[src/rtl/ifu_fetch_queue_if.sv]
// Fetch-stage bus bundle: PC request, flush, memory port and decoder handoff.
// slave = fetch queue view, master = surrounding pipeline / memory view.
interface ifu_fetch_queue_if #(
    parameter int unsigned ADDR_W  = 64,
    parameter int unsigned INSTR_W = 32
);
    logic [ADDR_W-1:0]  instr_req_pc;
    logic               instr_req_vld;
    logic               instr_req_rdy;
    logic               flush_i;
    logic               mem_req_vld;
    logic [ADDR_W-1:0]  mem_req_addr;
    logic               mem_req_rdy;
    logic               mem_rsp_vld;
    logic [INSTR_W-1:0] mem_rsp_data;
    logic               dec_vld;
    logic [INSTR_W-1:0] dec_instr;
    logic [ADDR_W-1:0]  dec_pc;
    logic               dec_rdy;
    logic               fetch_busy_o;

    modport slave (
        input  instr_req_pc, instr_req_vld, flush_i, mem_req_rdy,
               mem_rsp_vld, mem_rsp_data, dec_rdy,
        output instr_req_rdy, mem_req_vld, mem_req_addr,
               dec_vld, dec_instr, dec_pc, fetch_busy_o
    );

    modport master (
        output instr_req_pc, instr_req_vld, flush_i, mem_req_rdy,
               mem_rsp_vld, mem_rsp_data, dec_rdy,
        input  instr_req_rdy, mem_req_vld, mem_req_addr,
               dec_vld, dec_instr, dec_pc, fetch_busy_o
    );
endinterface

[src/rtl/ifu_fetch_queue.sv]
// In-order fetch queue between PC generator, instruction memory and decoder.
// Define IFU_RSP_BYPASS_EN for zero-cycle response-to-decode forwarding.
module ifu_fetch_queue #(
    parameter int unsigned ADDR_W  = 64,
    parameter int unsigned INSTR_W = 32,
    parameter int unsigned DEPTH   = 4
) (
    input logic              clk,
    input logic              rst,
    ifu_fetch_queue_if.slave bus
);
    localparam int unsigned AW = $clog2(DEPTH);
    localparam int unsigned PW = AW + 1;

    typedef logic [PW-1:0] ptr_t;

    logic [ADDR_W-1:0]  pc_q    [DEPTH];
    logic [INSTR_W-1:0] instr_q [DEPTH];
    logic [DEPTH-1:0]   filled_q, filled_d;
    ptr_t               alloc_q, alloc_d;
    ptr_t               fill_q, fill_d;
    ptr_t               head_q, head_d;
    ptr_t               drop_q, drop_d;

    ptr_t               occ, unfilled;
    logic [PW:0]        charge;
    logic [AW-1:0]      alloc_idx, fill_idx, head_idx;
    logic               credit, issue_ok, req_hs;
    logic               rsp_drop, rsp_fill, head_occ;
    logic               bypass, byp_pop, dec_vld_raw, pop;

    assign occ       = alloc_q - head_q;
    assign unfilled  = alloc_q - fill_q;
    assign charge    = {1'b0, occ} + {1'b0, drop_q};
    assign alloc_idx = alloc_q[AW-1:0];
    assign fill_idx  = fill_q[AW-1:0];
    assign head_idx  = head_q[AW-1:0];

    // Entries still owed a dropped response consume credit like live entries.
    assign credit   = charge < (PW+1)'(DEPTH);
    assign issue_ok = credit & ~bus.flush_i & ~rst;

    assign bus.mem_req_vld   = bus.instr_req_vld & issue_ok;
    assign bus.mem_req_addr  = bus.instr_req_pc;
    assign bus.instr_req_rdy = bus.mem_req_rdy & issue_ok;
    assign req_hs            = bus.instr_req_vld & bus.instr_req_rdy;

    assign rsp_drop = bus.mem_rsp_vld & (drop_q != '0);
    assign rsp_fill = bus.mem_rsp_vld & (drop_q == '0) & (unfilled != '0);
    assign head_occ = occ != '0;

`ifdef IFU_RSP_BYPASS_EN
    assign bypass = rsp_fill & head_occ & (head_q == fill_q);
`else
    assign bypass = 1'b0;
`endif

    assign dec_vld_raw   = (head_occ & filled_q[head_idx]) | bypass;
    assign pop           = dec_vld_raw & bus.dec_rdy;
    assign byp_pop       = bypass & bus.dec_rdy;
    assign bus.dec_vld   = dec_vld_raw & ~rst;
    assign bus.dec_instr = bypass ? bus.mem_rsp_data : instr_q[head_idx];
    assign bus.dec_pc    = pc_q[head_idx];
    assign bus.fetch_busy_o = ~rst & (head_occ | (drop_q != '0));

    always_comb begin
        alloc_d  = alloc_q;
        fill_d   = fill_q;
        head_d   = head_q;
        drop_d   = drop_q;
        filled_d = filled_q;

        if (req_hs) begin
            alloc_d             = alloc_q + ptr_t'(1);
            filled_d[alloc_idx] = 1'b0;
        end

        if (rsp_drop) begin
            drop_d = drop_q - ptr_t'(1);
        end else if (rsp_fill) begin
            fill_d = fill_q + ptr_t'(1);
            if (!byp_pop) begin
                filled_d[fill_idx] = 1'b1;
            end
        end

        if (pop) begin
            head_d             = head_q + ptr_t'(1);
            filled_d[head_idx] = 1'b0;
        end

        // A response arriving with the flush is already consumed, so it is not owed again.
        if (bus.flush_i) begin
            alloc_d  = alloc_q;
            fill_d   = alloc_q;
            head_d   = alloc_q;
            filled_d = '0;
            drop_d   = drop_q + unfilled - ptr_t'(rsp_drop | rsp_fill);
        end
    end

    always_ff @(posedge clk) begin
        if (rst) begin
            alloc_q  <= '0;
            fill_q   <= '0;
            head_q   <= '0;
            drop_q   <= '0;
            filled_q <= '0;
        end else begin
            alloc_q  <= alloc_d;
            fill_q   <= fill_d;
            head_q   <= head_d;
            drop_q   <= drop_d;
            filled_q <= filled_d;
        end
    end

    always_ff @(posedge clk) begin
        if (req_hs) begin
            pc_q[alloc_idx] <= bus.instr_req_pc;
        end
        if (rsp_fill) begin
            instr_q[fill_idx] <= bus.mem_rsp_data;
        end
    end

    always_ff @(posedge clk) begin
        if (!rst) begin
            assert (!(bus.mem_rsp_vld && (drop_q == '0) && (unfilled == '0)))
                else $error("ifu_fetch_queue: response with nothing outstanding");
            assert (charge <= (PW+1)'(DEPTH))
                else $error("ifu_fetch_queue: occupancy plus drops exceeds depth");
        end
    end
endmodule

[src/flat_wrapper.sv]
// flat-port wrapper written by rule: the top's interface ports become plain ports
module ifu_fetch_queue_flat 
#(
    parameter int unsigned ADDR_W  = 64,
    parameter int unsigned INSTR_W = 32,
    parameter int unsigned DEPTH   = 4
)
  (clk, rst, bus_instr_req_pc, bus_instr_req_vld, bus_flush_i, bus_mem_req_rdy, bus_mem_rsp_vld, bus_mem_rsp_data, bus_dec_rdy, bus_instr_req_rdy, bus_mem_req_vld, bus_mem_req_addr, bus_dec_vld, bus_dec_instr, bus_dec_pc, bus_fetch_busy_o);
  ifu_fetch_queue_if #(.ADDR_W(ADDR_W), .INSTR_W(INSTR_W)) bus_i ();
  input logic clk;
  input logic rst;
  input wire logic [$bits(bus_i.instr_req_pc)-1:0] bus_instr_req_pc;
  input wire logic [$bits(bus_i.instr_req_vld)-1:0] bus_instr_req_vld;
  input wire logic [$bits(bus_i.flush_i)-1:0] bus_flush_i;
  input wire logic [$bits(bus_i.mem_req_rdy)-1:0] bus_mem_req_rdy;
  input wire logic [$bits(bus_i.mem_rsp_vld)-1:0] bus_mem_rsp_vld;
  input wire logic [$bits(bus_i.mem_rsp_data)-1:0] bus_mem_rsp_data;
  input wire logic [$bits(bus_i.dec_rdy)-1:0] bus_dec_rdy;
  output wire logic [$bits(bus_i.instr_req_rdy)-1:0] bus_instr_req_rdy;
  output wire logic [$bits(bus_i.mem_req_vld)-1:0] bus_mem_req_vld;
  output wire logic [$bits(bus_i.mem_req_addr)-1:0] bus_mem_req_addr;
  output wire logic [$bits(bus_i.dec_vld)-1:0] bus_dec_vld;
  output wire logic [$bits(bus_i.dec_instr)-1:0] bus_dec_instr;
  output wire logic [$bits(bus_i.dec_pc)-1:0] bus_dec_pc;
  output wire logic [$bits(bus_i.fetch_busy_o)-1:0] bus_fetch_busy_o;
  assign bus_i.instr_req_pc = bus_instr_req_pc;
  assign bus_i.instr_req_vld = bus_instr_req_vld;
  assign bus_i.flush_i = bus_flush_i;
  assign bus_i.mem_req_rdy = bus_mem_req_rdy;
  assign bus_i.mem_rsp_vld = bus_mem_rsp_vld;
  assign bus_i.mem_rsp_data = bus_mem_rsp_data;
  assign bus_i.dec_rdy = bus_dec_rdy;
  assign bus_instr_req_rdy = bus_i.instr_req_rdy;
  assign bus_mem_req_vld = bus_i.mem_req_vld;
  assign bus_mem_req_addr = bus_i.mem_req_addr;
  assign bus_dec_vld = bus_i.dec_vld;
  assign bus_dec_instr = bus_i.dec_instr;
  assign bus_dec_pc = bus_i.dec_pc;
  assign bus_fetch_busy_o = bus_i.fetch_busy_o;
  ifu_fetch_queue #(.ADDR_W(ADDR_W), .INSTR_W(INSTR_W), .DEPTH(DEPTH)) u_core (.clk(clk), .rst(rst), .bus(bus_i));
endmodule
[config.mk]
export PLATFORM = sky130hd
export DESIGN_NAME = ifu_fetch_queue_flat
export DESIGN_NICKNAME = d
export VERILOG_FILES = /design/src/rtl/ifu_fetch_queue_if.sv /design/src/rtl/ifu_fetch_queue.sv /design/src/flat_wrapper.sv
export SDC_FILE = /design/constraint.sdc
export NUM_CORES = 1
export LEC_CHECK = 0
export ABC_CLOCK_PERIOD_IN_PS = 12200
export BUFFER_PORTS_ARGS = -buffer_cell sky130_fd_sc_hd__clkbuf_2
export CAP_MARGIN = 10
export CELL_PAD_IN_SITES_DETAIL_PLACEMENT = 1
export CELL_PAD_IN_SITES_GLOBAL_PLACEMENT = 2
export CORE_MARGIN = 4
export CORE_UTILIZATION = 45
export CTS_CLUSTER_SIZE = 30
export DETAILED_ROUTE_END_ITERATION = 6
export HOLD_SLACK_MARGIN = 0.05
export PLACE_DENSITY = 0.89
export SLEW_MARGIN = 10
export SYNTH_ARGS = -nofsm -noshare
export SYNTH_HDL_FRONTEND = slang
export SYNTH_SLANG_ARGS = --single-unit
[constraint.sdc]
create_clock -name clk -period 12.2 [get_ports clk]
set_input_delay 3.66 -clock clk [delete_from_list [all_inputs] [get_ports clk]]
set_output_delay 3.66 -clock clk [all_outputs]
set_load 0.02 [all_outputs]
==> results of run 1 <==
## layer usage
metal / vias up / track usage (%)
li1: 3344 / -
met1: 4008 / 24.5
met2: 252 / 30.8
met3: 57 / 4.81
met4: 0 / 5.07
met5: - / 0
## final cells by class
class | count | area [µm²] | area share, %
flip-flops and latches | 402 | 11900 | 64.6
multi-input cells | 212 | 3210 | 17.4
repair buffers | 278 | 1430 | 7.74
clock buffers | 60 | 1120 | 6.08
well taps | 455 | 569 | 3.09
clock inverters | 13 | 118 | 0.639
inverters | 19 | 71.3 | 0.387
## where the power goes
part / switching [W] / internal [W]
Sequential: 0.0000232 / 0.00156
Combinational: 0.000228 / 0.000145
Clock: 0.000494 / 0.000677
## tightest hold or removal path: stages (launching register included)
cell and delay [ns]:
dfxtp_1 0.34, xnor2_1 0.16, nor2_1 0.04
## placed cells by master (no fill, tap or decap), types with 3 or more instances in the layout
master     count
and2_1         5
clkbuf_16     42
clkinv_2       3
xnor2_1        6
dfxtp_1       16
o211a_1        4
and2_4         3
edfxtp_1     384
fa_1           3
nand2_1        9
nor2_1         9
a21boi_1       6
ha_1          21
a21oi_1        5
nand3_1        3
clkbuf_1      18
clkinv_1       7
inv_1         19
clkbuf_2     266
buf_4         11
mux4_2        97
mux2i_1        3
nand2b_1       4
## metrics by stage
| step | setup WS [ns] | hold slack [ns] |
|---|---|---|
| 6_report | 3.42 | 0.587 |
| 5_1_grt | 3.30 | 0.648 |
| 4_1_cts | 3.38 | 0.591 |
| 3_5_place_dp | 3.39 | 0.574 |
| 3_3_place_gp | 3.51 | 0.560 |
| 2_1_floorplan | 3.87 | 0.531 |
## registers in the layout, summed over array words and instances (netlist names), named ones only
register / cells
u_core.fill_q: 3
u_core.pc_q: 256
u_core.drop_q: 3
u_core.filled_q: 4
u_core.instr_q: 128
u_core.head_q: 3
u_core.alloc_q: 3
## cells by family (layout without fill, tap and decap cells)
| family | Yosys count | count (layout) | share of synthesized area (%) |
|---|---|---|---|
| compound gates | 33 | 33 | 1.66 |
| xor+xnor | 10 | 10 | 0.739 |
| fa+ha+maj | 24 | 24 | 2.05 |
| buf+inv | 108 | 370 | 4.18 |
| flops | 402 | 402 | 75.5 |
| mux | 101 | 101 | 14.1 |
| simple gates | 44 | 44 | 1.69 |
## Yosys cell counts (2+ instances only)
| cell type | instances |
|---|---|
| fa_1 | 3 |
| a21oi_1 | 5 |
| nand2b_1 | 4 |
| mux4_2 | 97 |
| o311a_1 | 2 |
| nor2b_1 | 2 |
| a2111oi_0 | 2 |
| mux2i_1 | 3 |
| nand3_1 | 3 |
| a21boi_1 | 6 |
| nor2_1 | 9 |
| edfxtp_1 | 384 |
| buf_1 | 4 |
| buf_2 | 10 |
| buf_4 | 64 |
| nor4_4 | 2 |
| o211a_1 | 4 |
| dfxtp_1 | 18 |
| inv_1 | 19 |
| and2_1 | 8 |
| nand2_1 | 9 |
| xnor2_1 | 6 |
| xor2_1 | 2 |
| clkbuf_1 | 11 |
| ha_1 | 21 |
## worst max path at each step
| stage | from | to | slack, ns | cells past startpoint |
|---|---|---|---|---|
| after floorplan | bus_flush_i | bus_instr_req_rdy | 3.87 | 3 |
| after global placement | rst | bus_mem_req_vld | 3.51 | 5 |
| after detailed placement | rst | bus_mem_req_vld | 3.39 | 5 |
| after CTS | rst | bus_mem_req_vld | 3.38 | 5 |
| after global routing | rst | bus_instr_req_rdy | 3.30 | 5 |
| final | rst | bus_mem_req_vld | 3.42 | 5 |
==> results.txt, run 1 <==
In this run the critical register-to-register path is captured at u_core.pc_q[0][16]. The x dimension of the die was 195 µm; the final worst-path cycle share was 72.0%. The tools report the root buffer selected by CTS as clkbuf_16. For this run, asynchronously set or reset flops after synthesis account for 0%. For the sequential fraction of the synthesis area, the log shows 75.5%. The run gives 5.12 ns as the data arrival time of the worst path. For hold timing, the worst endpoint is u_core.alloc_q[2]. The tools report the number of warnings printed during yosys synthesis as 0. Of all cell types, the one taking the most synthesized area is edfxtp_1.

Once layout is done, the placed cells without fillers occupy 0.0184 mm². The hold violation count in the final report came out at 0. Kind of cell adding the most delay to the critical path: simple AND/OR/NAND/NOR gates. Detailed routing placed a total of 17800 µm of wire on met2.

The residual DRC count is 0, and the number of antenna violations at the first check in global routing is 0. The placed instances occupy a cell area of 0.0172 mm². In this run the static leakage power is 6.42 nW. After synthesis, the cell types taking the most area are edfxtp_1, mux4_2, buf_4. The number of rows in the core area is 68. The critical path goes through clkbuf_2 -> or4_4 -> nor3_1 -> and2_1 -> clkbuf_2. The top cell type by area accounts for 73.2% of the synthesized area. The slowest stage of the critical path belongs to the cell or4_4. The worst min-delay path category is reg2reg. For the final database, setup skew stands at 0.0130 ns.

Synthesis inferred 402 register bits. The number of different library cells in the post-synthesis netlist is 49. Measured in cells, the most critical reg-to-reg path has a length of 10. TritonCTS built the clock tree.

In this run the power density over the cells is 170 mW/mm². The first global-routing pass estimated 53600 µm of wire. The relative area change from synthesis to final layout came out at 16.9%. The overall power of the completed layout is 0.00313 W. The maximum buffer depth of the clock tree was 3. In this run, post-CTS hold repair placed 0 buffers.

The number of buffers and inverters on the critical path is 2, and the combined area of all synthesized cells is 0.0157 mm². The final instance count without filler cells was 1439; the latest clock arrival within the worst-skew pair was 0.55 ns. Using the TritonRoute via totals, the vias-per-cell ratio works out to 5.32.

CTS saw 402 sinks. Global routing used 18.5% of the available tracks across all layers. The tool flagged a number of max-cap violations equal to 0.

In the final routed layout, each cell accounts on average for 24.3 µm. The floorplan step defined a core boundary enclosing 0.0345 mm². The tools report the nature of the critical path startpoint as a primary input. The number of global-route vias before repair was 8633. At the pin with the least slew margin, the transition time is 0.888 ns. Detailed placement finished with a half-perimeter wire length of 22900 µm. On the worst path, the slowest cell contributes a delay of 0.63 ns.

Number of I/O pins: 267. The final sum of negative setup slack is 0 ns, and the routed metal-1 wirelength is 14100 µm. The first detailed-routing pass took 4 iterations. The top layer reached by signal wires is met4. The die is 195 µm tall. The worst path needs 8.78 ns of the cycle, external delays included.

The number of synthesized flops with an enable pin was 384. The clock-pin slew reported for the worst setup and hold paths after clock tree synthesis is 0.06 ns. The detail route stage leaves a number of antenna-violating nets equal to 0. The TritonCTS buffer count is 41. The share of layout cells above drive strength 1 is 44.2%, and the remaining global-route overflow is 0.

Once placement completed, the tool counted placed cells totaling 1366. Launch instance of the worst register-to-register path: u_core.alloc_q[0]. The most used cell along the critical path was clkbuf_2. The total setup violations reported at the end of the flow is 0. For this run, the top clock speed supported by timing is 0.114 GHz.

The flow ran to the end, and the final reports show no timing, DRC or antenna violations. The worst hold path startpoint is u_core.alloc_q[2]. The congestion estimate from routability-driven global placement came to 0.720. The violation count after the first detailed-route iteration was 388; the count of input and output buffers was 266. The critical path in this run is classified as in2out.

Cells fill 53.3% of the core in the end. The peak fanout along the critical path works out to 16. The worst register-to-register path has a setup slack of 7.51 ns. The worst hold path passes through 2 cells. After detailed routing, the met3 layer carries 2220 µm of wire. Required time of the critical path: 8.54 ns.

The initial utilization of the core area, before any placement, comes to 45.6%. After the last flow step, the layout net total stands at 1081. After detailed routing, the total wire length is 35000 µm.

The tools report the pin count of the biggest net entering global routing as 58. For the number of instances resized during post-cts repair, the log shows 0. The die covers 0.0380 mm². Among all flip-flop cells after synthesis, the most frequent one is edfxtp_1. The final route contains 7661 vias.

Fill cells in the final layout number 3135. For the max-slew violation total from the final report, the log shows 0. The per-instance average area after synthesis is 21.8 µm². Number of inserted diodes: 0. The tools report the category of the worst setup path capture point as an output port. Counting every net in the synthesized netlist gives 849.

IR analysis of the VDD net gives a maximum drop of 0.117 mV. The synthesized netlist cell count is 722. Setup repair after global routing left no endpoint under its margin. The post-CTS repair timing setup buffer count is 0, and the worst relative slew slack is 40.8%. The H-tree was split into 2 levels.
Note: power is estimated with default switching activity, not from simulation.
==> run 2, diff against run 1 <==
--- a/config.mk
+++ b/config.mk
@@ -5,17 +5,17 @@
 export SDC_FILE = /design/constraint.sdc
 export NUM_CORES = 1
 export LEC_CHECK = 0
-export ABC_CLOCK_PERIOD_IN_PS = 12200
+export ABC_CLOCK_PERIOD_IN_PS = 9200
 export BUFFER_PORTS_ARGS = -buffer_cell sky130_fd_sc_hd__clkbuf_2
 export CAP_MARGIN = 10
 export CELL_PAD_IN_SITES_DETAIL_PLACEMENT = 1
 export CELL_PAD_IN_SITES_GLOBAL_PLACEMENT = 2
 export CORE_MARGIN = 4
-export CORE_UTILIZATION = 45
+export CORE_UTILIZATION = 42
 export CTS_CLUSTER_SIZE = 30
 export DETAILED_ROUTE_END_ITERATION = 6
 export HOLD_SLACK_MARGIN = 0.05
-export PLACE_DENSITY = 0.89
+export PLACE_DENSITY = 0.85
 export SLEW_MARGIN = 10
 export SYNTH_ARGS = -nofsm -noshare
 export SYNTH_HDL_FRONTEND = slang
==> constraint.sdc (replaced) <==
create_clock -name clk -period 9.2 [get_ports clk]
set_input_delay 2.76 -clock clk [delete_from_list [all_inputs] [get_ports clk]]
set_output_delay 2.76 -clock clk [all_outputs]
set_load 0.02 [all_outputs]
==> run 2 against run 1 <==
Compared with the run above: cell count grew 0.63%; critical path depth is the same; combinational power grew 32%; setup slack lost 1.1 ns; largest power group unchanged; non-clock buffer count shrank 8; flip-flop and latch count is the same; critical path type unchanged; cell area grew 0.39%.
==> results.txt, run 2 (synthesized netlist as in run 1, its figures left out) <==
The critical path's slowest cell was or4_4. The max-slew violation total from the final report was 0 (unchanged). The effective utilization at floorplan came out at 42.8% (-2.8 points). The tools report the filler cell count in the final layout as 3406 (+8.6%). The reported net switching power is 0.00103 W (+39%), and the number of rows in the core area is 70 (+2.9%).

The hold violation count in the final report is 0 (unchanged), and the required time of the critical path is 6.44 ns (-2.10 ns). The worst setup path is launched from a primary input. For the number of I/O pins, the log shows 267 (unchanged).

The kind of cell adding the most delay to the critical path is simple AND/OR/NAND/NOR gates. The tools report the global-route track usage on met2 as 28.3% (-2.4 points). The startpoint-to-endpoint class of the critical path was in2out. The logs give 0.0406 mm² (+6.8%) for the full die area and 0.0368 mm² (+6.5%) for the area of the core region. The run gives 6.43 nW (+0.15%) as the static power due to leakage. The library cells used most frequently in the layout, excluding fill and tap cells, are edfxtp_1, clkbuf_2, mux4_2. Most used cell along the critical path: clkbuf_2.

The logs give 0 (unchanged) for the remaining global-route overflow and 0 (unchanged) for the number of max-cap violations. Counting flops per register, the top entry is u_core.pc_q. The data arrival time of the worst path is 4.16 ns (-0.96 ns), and the routability congestion estimate from global placement is 0.724 (+0.46%).

The largest registers in the layout are u_core.pc_q: 256 flops, u_core.instr_q: 128 flops, u_core.filled_q: 4 flops. The delay of the slowest critical-path stage is 0.62 ns (about the same). The maximum buffer depth of the clock tree is 3 (unchanged), and the worst-margin pin slew is 1.03 ns (+0.145 ns). Endpoint of the worst register-to-register path: u_core.pc_q[3][57].

The violation count after the first detailed-route iteration is 435 (+12%), and the via count of the routed design is 7665 (+0.052%). The flip-flop count of the largest register, all copies and words added came out at 256 (unchanged). The cell depth of the worst setup path works out to 5 (unchanged).

Traced cell by cell, the critical path runs through clkbuf_2 -> or4_4 -> nor3_1 -> and2_1 -> clkbuf_2. The number of buffers and inverters on the critical path is 2 (unchanged), and the final antenna-violating net count is 0 (unchanged). The share of power burned in combinational logic came out at 11.7% (-0.2 points).

Endpoint of the worst hold-timing path: u_core.head_q[2]. The net count of the finished layout was 1074 (-0.65%). Layer with the highest usage: met2. The worst setup path is captured at an output port. The logs give 4.54 ns (-2.97 ns) for the reg2reg setup slack and 0 (unchanged) for the number of instances resized during post-cts repair. The run gives 0 (unchanged) as the number of inserted diodes.

The clock skew after layout was 0.0223 ns (+0.00933 ns); the mean routed wirelength per cell was 23.7 µm (-2.6%). The overall fraction of global-route tracks in use is 16.9% (-1.6 points), and the relative area change from synthesis to final layout is 17.4%. The sequential group share of total power was 49.5% (-1.1 points); the die boundary height was 202 µm (+3.4%). The post-CTS repair timing setup buffer count was 0 (unchanged). The peak fanout along the critical path works out to 16 (unchanged). Most common cell after layout, fill and taps aside: edfxtp_1. Clock group share of total power: 38.8% (+1.3 points).

The number of antenna violations at the first check in global routing was 0 (unchanged). TritonCTS built the clock tree. The TritonCTS buffer count is 42 (+2.4%), and the final worst-path cycle share is 75.2%. Setup repair after global routing left no endpoint under its margin. The hold-critical path depth came out at 2 (unchanged). The minimum clock period after layout is 6.92 ns. The worst hold path begins at u_core.head_q[2].

In this run the critical register-to-register path is launched from u_core.alloc_q[0]. The run gives 0.00319 W (+34%) as the total internal power. The run gives 0.0185 mm² (+0.39%) as the final non-filler cell area. The logs give 0 (unchanged) for the total setup violations reported at the end of the flow and 31.1% (-9.7 points) for the worst relative slew slack. The power density normalized to cell area came out at 229 mW/mm² (+35%). The root buffer selected by CTS was clkbuf_16.

The latest clock arrival within the worst-skew pair was 0.56 ns (about the same); the average via count per standard cell was 5.29 (-0.57%). The cell count of the worst reg-to-reg path works out to 9 (-1). X dimension of the die: 202 µm (+3.4%).

The count of input and output buffers was 266 (unchanged). The clock-pin slew reported for the worst setup and hold paths after clock tree synthesis was 0.07 ns (about the same); the switching share of power was 24.4% (+0.61 points). The global-route wire length before repair was 52700 µm (-1.8%); the share of layout cells above drive strength 1 was 44.7% (+0.49 points). The quantity of hold-fixing buffers added after cts came out at 0 (unchanged).

The run gives 0.159 mV (+36%) as the peak supply drop. For the met1 track utilization from global routing, the log shows 22.2% (-2.3 points). The post-DP HPWL came out at 21400 µm (-6.5%). The residual DRC count came out at 0 (unchanged).

The path class of the tightest hold or removal check is reg2reg. Total placed instance area: 0.0171 mm² (-0.18%). The run gives 4.22% (-0.59 points) as the met3 global-route usage.

The run finished with clean final reports. Fmax: 0.145 GHz. The final sum of negative setup slack was 0 ns (unchanged); the number of global-route vias before repair was 8566 (-0.78%).

For the CTS sink count, the log shows 402 (unchanged). The pin count of the biggest net entering global routing is 90 (+55%). Detailed-route wire length: 34300 µm (-2.0%).

The iteration count of the initial detailed-routing pass was 4 (unchanged); the number of levels the H-tree was split into was 2 (unchanged).
[run 2: worst min-delay path: cells and delay by family, from the launching register on]
family	cells	cell delay [ns]
flip-flops	1	0.35
XOR/XNOR	1	0.08
AO/OA/AOI/OAI	1	0.12
[run 2: worst max-delay path by stage]
| stage | endpoint | start | slack (ns) |
|---|---|---|---|
| floorplan | bus_instr_req_rdy | bus_flush_i | 2.67 |
| global placement | bus_instr_req_rdy | rst | 2.30 |
| detailed placement | bus_mem_req_vld | rst | 2.26 |
| CTS | bus_mem_req_vld | rst | 2.26 |
| global route | bus_mem_req_vld | rst | 2.18 |
| finish | bus_mem_req_vld | rst | 2.28 |
[run 2: area by class of cell]
| type | count | area [µm²] | share of cell area, % |
|---|---|---|---|
| well taps | 468 | 586 | 3.17 |
| clock inverters | 27 | 259 | 1.40 |
| multi-input cells | 212 | 3210 | 17.4 |
| repair buffers | 270 | 1370 | 7.43 |
| clock buffers | 50 | 1080 | 5.85 |
| flip-flops and latches | 402 | 11900 | 64.4 |
| inverters | 19 | 71.3 | 0.386 |
[run 2: power by group through the flow]
stage	clock network [W]	registers (W)	logic, W
5_1_grt	0.00176	0.00210	0.000539
3_5_place_dp	0	0.00213	0.000502
4_1_cts	0.00169	0.00209	0.000506
6_report	0.00164	0.00209	0.000492
2_1_floorplan	0	0.00212	0.000343
3_3_place_gp	0	0.00213	0.000492
[run 2: through the flow]
step	hold slack (ns)	utilization (%)	setup WS, ns	cells	power (W)
finish	0.590	50.2	2.28	1448	0.00422
global route	0.625	50.2	2.18	1448	0.00440
CTS	0.588	50.2	2.26	1448	0.00429
detailed placement	0.567	46.6	2.26	1371	0.00263
global placement	0.566	46.6	2.30	1371	0.00262
floorplan	0.531	-	2.67	722	0.00246
[run 2: metal layers]
layer	up-vias	wire (µm)
met3	45	2150
met2	262	17400
met1	4021	14000
met5	-	0
met4	0	731
li1	3337	-
